`config.mk`:
```
export PLATFORM = sky130hd
export DESIGN_NAME = clk_div_multi
export DESIGN_NICKNAME = d
export VERILOG_FILES = /design/src/rtl/clk_div_pkg.sv /design/src/rtl/clk_div_channel.sv /design/src/rtl/clk_div_multi.sv
export SDC_FILE = /design/constraint.sdc
export NUM_CORES = 1
export LEC_CHECK = 0
export ABC_AREA = 1
export CAP_MARGIN = 10
export CELL_PAD_IN_SITES_DETAIL_PLACEMENT = 1
export CELL_PAD_IN_SITES_GLOBAL_PLACEMENT = 1
export CORE_UTILIZATION = 45
export DETAILED_ROUTE_END_ITERATION = 10
export GPL_ROUTABILITY_DRIVEN = 0
export PLACE_DENSITY_LB_ADDON = 0.3
export SLEW_MARGIN = 20
export SYNTH_ARGS = -nofsm -noshare
export SYNTH_HDL_FRONTEND = slang
export SYNTH_SLANG_ARGS = --single-unit
```
`constraint.sdc`:
```
create_clock -name clk_100 -period 4.6 [get_ports clk_100]
set_input_delay 1.38 -clock clk_100 [delete_from_list [all_inputs] [get_ports clk_100]]
set_output_delay 1.38 -clock clk_100 [all_outputs]
set_load 0.005 [all_outputs]
```
`src/rtl/clk_div_pkg.sv`:
```
// Shared definitions for the multi-channel clock divider: divisor limits,
// channel state encoding and the divisor clamp helper.
package clk_div_pkg;

    // Smallest divisor that still gives a toggling output.
    localparam int MIN_DIV       = 2;
    // Default counter/divisor width.
    localparam int CNT_WIDTH_DEF = 8;

    // Channel run state: IDLE until the first enabled edge, then RUN.
    typedef enum logic [0:0] {
        CH_IDLE = 1'b0,
        CH_RUN  = 1'b1
    } ch_state_e;

    // Raise any divisor below MIN_DIV to MIN_DIV so clk_out can never stick.
    function automatic logic [31:0] div_clamp(input logic [31:0] div);
        logic [31:0] res;
        if (div < 32'(MIN_DIV)) begin
            res = 32'(MIN_DIV);
        end else begin
            res = div;
        end
        return res;
    endfunction

endpackage

```
`src/rtl/clk_div_channel.sv`:
```
// One divider channel: period counter, pending-divisor register and the
// registered clk_out / tick / div_active outputs.
module clk_div_channel
    import clk_div_pkg::*;
#(
    parameter int CNT_WIDTH   = CNT_WIDTH_DEF,
    parameter int DEFAULT_DIV = 4
) (
    input  logic                 clk,
    input  logic                 rst,
    input  logic                 en,
    input  logic                 sync,
    input  logic [CNT_WIDTH-1:0] div_in,
    input  logic                 div_load,
    output logic                 clk_out,
    output logic                 tick,
    output logic [CNT_WIDTH-1:0] div_active
);

    localparam logic [CNT_WIDTH-1:0] ONE       = CNT_WIDTH'(1);
    localparam logic [CNT_WIDTH-1:0] ZERO      = CNT_WIDTH'(0);
    localparam logic [CNT_WIDTH-1:0] RESET_DIV = CNT_WIDTH'(div_clamp(32'(DEFAULT_DIV)));

    ch_state_e            state_r, state_s;
    logic [CNT_WIDTH-1:0] cnt_r, cnt_s;
    logic [CNT_WIDTH-1:0] div_r, div_s;
    logic [CNT_WIDTH-1:0] pend_r, pend_s;
    logic                 pend_valid_r, pend_valid_s;
    logic                 clk_out_r, clk_out_s;
    logic                 tick_r, tick_s;

    logic [CNT_WIDTH-1:0] div_in_cl_s;
    logic [CNT_WIDTH-1:0] pend_now_s;
    logic                 pend_now_valid_s;
    logic                 wrap_s;
    logic                 apply_s;

    assign div_in_cl_s = CNT_WIDTH'(div_clamp(32'(div_in)));

    // Next-state: counter sequencing, divisor hand-over at period boundaries, outputs.
    always_comb begin
        state_s      = state_r;
        cnt_s        = cnt_r;
        div_s        = div_r;
        pend_s       = pend_r;
        pend_valid_s = pend_valid_r;
        clk_out_s    = 1'b0;
        tick_s       = 1'b0;
        apply_s      = 1'b0;

        // A load on this very edge takes part in a boundary hand-over on the same edge.
        if (div_load) begin
            pend_now_s       = div_in_cl_s;
            pend_now_valid_s = 1'b1;
        end else begin
            pend_now_s       = pend_r;
            pend_now_valid_s = pend_valid_r;
        end

        wrap_s = (cnt_r == (div_r - ONE));

        if (!en) begin
            state_s = CH_IDLE;
            cnt_s   = ZERO;
            apply_s = 1'b1;
        end else begin
            case (state_r)
                CH_IDLE: begin
                    // First enabled edge starts a fresh period at cnt=0.
                    state_s = CH_RUN;
                    cnt_s   = ZERO;
                    apply_s = 1'b1;
                end
                CH_RUN: begin
                    if (sync || wrap_s) begin
                        cnt_s   = ZERO;
                        apply_s = 1'b1;
                    end else begin
                        cnt_s   = cnt_r + ONE;
                        apply_s = 1'b0;
                    end
                end
                default: begin
                    state_s = CH_IDLE;
                    cnt_s   = ZERO;
                    apply_s = 1'b1;
                end
            endcase
        end

        if (apply_s && pend_now_valid_s) begin
            div_s        = pend_now_s;
            pend_valid_s = 1'b0;
        end else begin
            pend_s       = pend_now_s;
            pend_valid_s = pend_now_valid_s;
        end

        // Outputs are derived from the next count so they stay coherent with it.
        if (!en) begin
            clk_out_s = 1'b0;
            tick_s    = 1'b0;
        end else begin
            clk_out_s = (cnt_s < (div_s >> 1));
            tick_s    = (cnt_s == (div_s - ONE));
        end
    end

    // State and output registers; async reset also discards any pending divisor.
    always_ff @(posedge clk or posedge rst) begin
        if (rst) begin
            state_r      <= CH_IDLE;
            cnt_r        <= ZERO;
            div_r        <= RESET_DIV;
            pend_r       <= RESET_DIV;
            pend_valid_r <= 1'b0;
            clk_out_r    <= 1'b0;
            tick_r       <= 1'b0;
        end else begin
            state_r      <= state_s;
            cnt_r        <= cnt_s;
            div_r        <= div_s;
            pend_r       <= pend_s;
            pend_valid_r <= pend_valid_s;
            clk_out_r    <= clk_out_s;
            tick_r       <= tick_s;
        end
    end

    assign clk_out    = clk_out_r;
    assign tick       = tick_r;
    assign div_active = div_r;

endmodule

```
`src/rtl/clk_div_multi.sv`:
```
// N-channel programmable clock divider in the clk_100 domain. The top level
// only slices the packed divisor buses and fans the shared sync out.
module clk_div_multi
    import clk_div_pkg::*;
#(
    parameter int CHANNELS    = 2,
    parameter int CNT_WIDTH   = CNT_WIDTH_DEF,
    parameter int DEFAULT_DIV = 4
) (
    input  logic                          clk_100,
    input  logic                          rst,
    input  logic [CHANNELS-1:0]           en,
    input  logic                          sync,
    input  logic [CHANNELS*CNT_WIDTH-1:0] div_in,
    input  logic [CHANNELS-1:0]           div_load,
    output logic [CHANNELS-1:0]           clk_out,
    output logic [CHANNELS-1:0]           tick,
    output logic [CHANNELS*CNT_WIDTH-1:0] div_active
);

    for (genvar i = 0; i < CHANNELS; i++) begin : g_ch
        clk_div_channel #(
            .CNT_WIDTH   (CNT_WIDTH),
            .DEFAULT_DIV (DEFAULT_DIV)
        ) u_ch (
            .clk        (clk_100),
            .rst        (rst),
            .en         (en[i]),
            .sync       (sync),
            .div_in     (div_in[i*CNT_WIDTH +: CNT_WIDTH]),
            .div_load   (div_load[i]),
            .clk_out    (clk_out[i]),
            .tick       (tick[i]),
            .div_active (div_active[i*CNT_WIDTH +: CNT_WIDTH])
        );
    end

endmodule

```
# [Yosys cells after proc, flatten, opt, wreduce, memory -nomap -nowiden]
# Cells that the tools add are included.
[word_totals] input_bits=23 ff_bits=56 out_inout_bits=20
[op_classes] eq_ne=4 reduce_logical=4 muxes=28 n_bitwise=2 order_cmp=4 add_sub_neg=6
[op_table] op="2-to-1 mux 8 bit" count=10
[op_table] op="equality test 8 bit" count=4
[op_table] op="one-hot mux 8 bit (2 select lines)" count=2
[op_table] op="subtractor 8 x 1 -> 8 bit, second input constant" count=4
[op_table] op="adder 8 x 1 -> 8 bit, second input constant" count=2
[op_table] op="less-than comparator 8 x 2 -> 1 bit, second input constant" count=2
[op_table] op="less-than comparator 8 x 7 -> 1 bit" count=2
[op_table] op="2-to-1 mux 1 bit" count=14
[op_table] op="one-hot mux 1 bit (2 select lines)" count=2
[op_table] op="logical AND 1 bit" count=2
[op_table] op="logical OR 1 bit" count=2
[op_table] op="NOT 1 bit" count=2

# [Logic depth before layout (Yosys ltp)]
# Gate-level depths: netlist of run 1.
[logic_depth] ltp_word=11 mapped_depth=25

# [Cells and area by module]
# A second synthesis of run 1 with hierarchy kept.
[hier_totals] cells_unflattened=627 area_unflattened_um2=4191.5
[modules_own_cells] module="clk_div_channel (g_ch[0].u_ch)" area_each_um2=2122.0 cells_per_inst=313 seq_area_each_um2=703.2 n_inst=1
[modules_own_cells] module="clk_div_channel (g_ch[1].u_ch)" area_each_um2=2069.5 cells_per_inst=314 seq_area_each_um2=703.2 n_inst=1

# [Worst setup path before layout of run 1]
# No wires, ideal clock.
[synth_path] kind="in2reg" from="input div_load[1]" to="register g_ch[1].u_ch.clk_out_r" t_required_ns=4.514 arrival_ns=3.064 setup_time_ns=0.086 cell_stages=11 slack_ns=1.450 cell_sequence="clkbuf_1 -> inv_1 -> nand2_1 -> nand2_4 -> buf_6 -> nand2_1 -> nand2_1 -> ha_1 -> a21o_1 -> a211o_1 -> nor3_1"
[synth_via] elab_chain_cells=5
[synth_lines] element="from (decl)" line="clk_div_multi.sv:15" rtl="input logic [CHANNELS-1:0] div_load,"
[synth_lines] element="2-to-1 mux 1 bit" line="clk_div_channel.sv:52" rtl="if (div_load) begin"
[synth_lines] element="logical AND 1 bit" line="clk_div_channel.sv:91" rtl="if (apply_s && pend_now_valid_s) begin"
[synth_lines] element="2-to-1 mux 8 bit *" line="clk_div_channel.sv:91"
[synth_lines] element="less-than comparator 8 x 7 -> 1 bit *" line="clk_div_channel.sv:104" rtl="clk_out_s = (cnt_s < (div_s >> 1));"
[synth_lines] element="2-to-1 mux 1 bit *" line="clk_div_channel.sv:100" rtl="if (!en) begin"
[synth_lines] element="named net g_ch[1].u_ch.clk_out_s" line="clk_div_channel.sv:29" rtl="logic clk_out_r, clk_out_s;"
[synth_lines] element="to (signal assigned)" line="clk_div_channel.sv:125" rtl="clk_out_r <= clk_out_s;"
[synth_lines] element="to (decl)" line="clk_div_channel.sv:29"
# Mark *: on every way through the listed nets, which the timed path passes. The rest lies on a longest branch.
# A chain may end at the register's enable or synchronous reset.

# [Final worst setup path of run 1]
[layout_path] from="input en[0]" to="register g_ch[0].u_ch.tick_r"
[layout_via] elab_chain_cells=6
[layout_lines] element="from (decl)" line="clk_div_multi.sv:12" rtl="input logic [CHANNELS-1:0] en,"
[layout_lines] element="2-to-1 mux 1 bit" line="clk_div_channel.sv:62" rtl="if (!en) begin"
[layout_lines] element="logical AND 1 bit" line="clk_div_channel.sv:91"
[layout_lines] element="2-to-1 mux 8 bit" line="clk_div_channel.sv:91"
[layout_lines] element="subtractor 8 x 1 -> 8 bit" line="clk_div_channel.sv:105" rtl="tick_s = (cnt_s == (div_s - ONE));"
[layout_lines] element="equality test 8 bit" line="clk_div_channel.sv:105"
[layout_lines] element="2-to-1 mux 1 bit *" line="clk_div_channel.sv:100"
[layout_lines] element="named net g_ch[0].u_ch.tick_s" line="clk_div_channel.sv:30" rtl="logic tick_r, tick_s;"
[layout_lines] element="to (signal assigned)" line="clk_div_channel.sv:126" rtl="tick_r <= tick_s;"
[layout_lines] element="to (decl)" line="clk_div_channel.sv:30"
# Marks and branches as above.

==> out/metrics.cfg, run 1 <==
[clocking]
htreeDepth = 2
tritoncts = built
numCtsBuffers = 5
cts_sinks = 56
post-cts-setup-buffer-count = 0
cts_hold_buf = 0
cts.repair.resized = 0
clk_latency_ns = 0.31
cts_buffer_depth = 2
path_clk_slew_ns = 0.10
root_buffer = clkbuf_8

[route]
avgViaCountPerCell = 5.21
first_pass_iters = 4
drt_iter0_drc = 59
vias = 3837
dr_wl_met3_um = 168
ant_nets = 0
top_layer_used = met4
routed_wl_mm = 11.3
wl_met2_mm = 6.14
drc_errors = 0
routedWlPerCell_um = 15.3
met1_length_mm = 4.80

[critical_path]
path_delay_family = simple AND/OR/NAND/NOR gates
cp-end-kind = flop
crit_type = in2reg
cpMostUsedCell = nand2_1
critical_path_buf_inv_count = 3
worst_r2r_path_depth = 22
startpoint_type = primary input
worstSetupPathDepth = 17
cpMaxStageDelayCell = clkdlybuf4s50_1
cp.required_ns = 4.81
path_cells = clkdlybuf4s50_1 > inv_1 > nor3b_1 > nand2_4 > nand2_4 > nand2_1 > o21ai_2 > ha_1 > nand3_1 > nor2_4 > nand2_1 > nand2_1 > nand3_1 > nand2_1 > inv_1 > nand3_1 > nor2_1
worst-path-max-fanout = 29
critPathArrivalTime_ns = 4.20
cpPeakStageDelay_ns = 0.49

[finish]
antenna_cells = 0
layout_common_cells = 168 x nand2_1, 89 x inv_1, 57 x nand3_1, 53 x nor2_1, 52 x dfrtp_1
areaGrowthSynthToFinish_pct = 14.2
final_common_cell = nand2_1
nets = 668
drive_gt1_frac = 0.0796
post-route-util = 0.533

[pwr]
power_density_mw_per_mm2 = 293
ir_worst_vdd_v = 0.000149
p_leak_nw = 2.36

[timing]
clock.fmax_mhz = 251
skew_ns = 0.00320
slew_violations = 0
fin_setup_tns_ns = 0
finalHoldViolations = 0
post-route-period-util = 0.867
max_slew_margin = 0.439
post-route-min-period_ns = 3.99
setup_viol = 0
rsz0062_at_grt = false
worst_slew_pin_slew_ns = 0.840

[logic_synthesis]
synth-async-reset-ratio = 1.00
ys_warn_count = 0
yosysUniqueCellTypes = 39
synth-edff-count = 0
synthCells = 591
synth_top_cell_by_area = dfrtp_1
ys.flop_type = dfrtp_1
yosysTopAreaCellShare = 0.318
yosysSeqAreaShare = 0.344
synth_area_mm2 = 0.00409
syn_area_per_cell_um2 = 6.93
syn_nets = 632
synthTopCellsByArea = dfrtp_1 32%, nand2_1 15%, inv_1 8.3%
synth_seq_cells = 56

[hold_path]
hold_path_class = reg2reg
hold_depth = 2

[grt]
grt_start_max_net_pins = 40
grt_overflow = 0
grt_usage = 0.255
grt_pass1_vias = 4126
antenna_found_initial = 0
grt_pass1_wl_mm = 19.5

[floorplan]
ios = 43
core_mm2 = 0.00876
row_count = 34
initial_utilization = 0.467
die-area_mm2 = 0.00948
die_w_um = 97.4
die_height_um = 97.4

[run_status]
status = finished clean

[job]
cap_violations = 0

[placement]
numPortBuffers = 42
dp_hpwl_mm = 9.05

-- area by class of cell --
| class | instances | area [um2] |
|---|---|---|
| sequential | 56 | 1410 |
| clock inverter | 3 | 42.5 |
| multi-input combinational | 428 | 2240 |
| fill | 1146 | 4090 |
| timing repair buffer | 44 | 435 |
| inverter | 92 | 345 |
| tap | 108 | 135 |
| clock buffer | 5 | 68.8 |
-- cells by family after synthesis --
kind of cell             count (synthesis)  share of synthesized area
AND/OR/NAND/NOR                        324                      0.352
buffers and inverters                  107                      0.109
AO/OA/AOI/OAI                           60                     0.0810
flip-flops                              56                      0.344
XOR/XNOR                                26                     0.0590
adder cells (fa/ha/maj)                 18                     0.0550
-- flip-flops by register name, indices dropped and copies added (netlist names) --
name                    flops
g_ch.u_ch.pend_valid_r      2
g_ch.u_ch.state_r           2
g_ch.u_ch.cnt_r            16
g_ch.u_ch.clk_out           2
g_ch.u_ch.tick              2
g_ch.u_ch.pend_r           16
g_ch.u_ch.div_active       16
-- tightest hold or removal path, stage by stage, from the launching register on --
cell and delay [ns]:
dfrtp_1 0.35, nand2_1 0.05, o21ai_0 0.06
-- power breakdown --
| part | switching [mW] | total (mW) | internal (mW) |
|---|---|---|---|
| Clock | 0.164 | 0.325 | 0.161 |
| Sequential | 0.0508 | 0.594 | 0.543 |
| Combinational | 0.269 | 0.452 | 0.183 |
| Total | 0.484 | 1.37 | 0.888 |
-- metrics by stage --
| step | power, mW | hold slack, ns | instance area (um2) | setup slack [ns] | instances |
|---|---|---|---|---|---|
| after floorplan | 0.891 | 0.448 | 4090 | 1.45 | 591 |
| after global placement | 1.03 | 0.464 | 4560 | 0.538 | 728 |
| after detailed placement | 1.06 | 0.481 | 4560 | 0.397 | 728 |
| after CTS | 1.38 | 0.503 | 4670 | 0.605 | 736 |
| after global routing | 1.47 | 0.541 | 4670 | 0.361 | 736 |
| final | 1.37 | 0.502 | 4670 | 0.610 | 736 |
-- worst paths after layout --
kind / start / to / slack [ns]
worst max-delay path: en[0] / g_ch[0].u_ch.tick$_DFF_PP0_ / 0.61
worst min-delay path: g_ch[1].u_ch.pend_r[6]$_DFFE_PP0P_ / g_ch[1].u_ch.pend_r[6]$_DFFE_PP0P_ / 0.50
worst max register to register: g_ch[0].u_ch.div_active[0]$_DFF_PP0_ / g_ch[0].u_ch.tick$_DFF_PP0_ / 1.13
worst min register to register: g_ch[1].u_ch.pend_r[6]$_DFFE_PP0P_ / g_ch[1].u_ch.pend_r[6]$_DFFE_PP0P_ / 0.50
max in group asynchronous: rst / g_ch[0].u_ch.cnt_r[3]$_DFF_PP0_ / 2.36
min in group asynchronous: rst / g_ch[1].u_ch.pend_r[6]$_DFFE_PP0P_ / 1.55
-- synthesized netlist by cell type, types with 4 or more instances --
library cell and number:
nand2_1 168, inv_1 90, nand3_1 57, nor2_1 53
dfrtp_1 52, o21ai_0 33, ha_1 18, xor2_1 15
nand2_2 12, a21oi_1 10, xnor2_1 10, nor2_2 7
nand3b_1 6, buf_4 5, clkbuf_1 5, o21ai_1 5
dfstp_2 4, or2_2 4
-- metal layers --
metal	vias to the layer above	track usage
met3	12	0.0230
met1	1865	0.286
met4	0	0.0645
met2	46	0.508
li1	1914	-
met5	-	0
Power figures use the tool's default switching activity.
==> run 2, diff against run 1 <==
Settings changed: CTS_CLUSTER_SIZE set to 30.
==> results of run 2 <==
No change in the layout: final DEF, timing and power equal those of run 1.
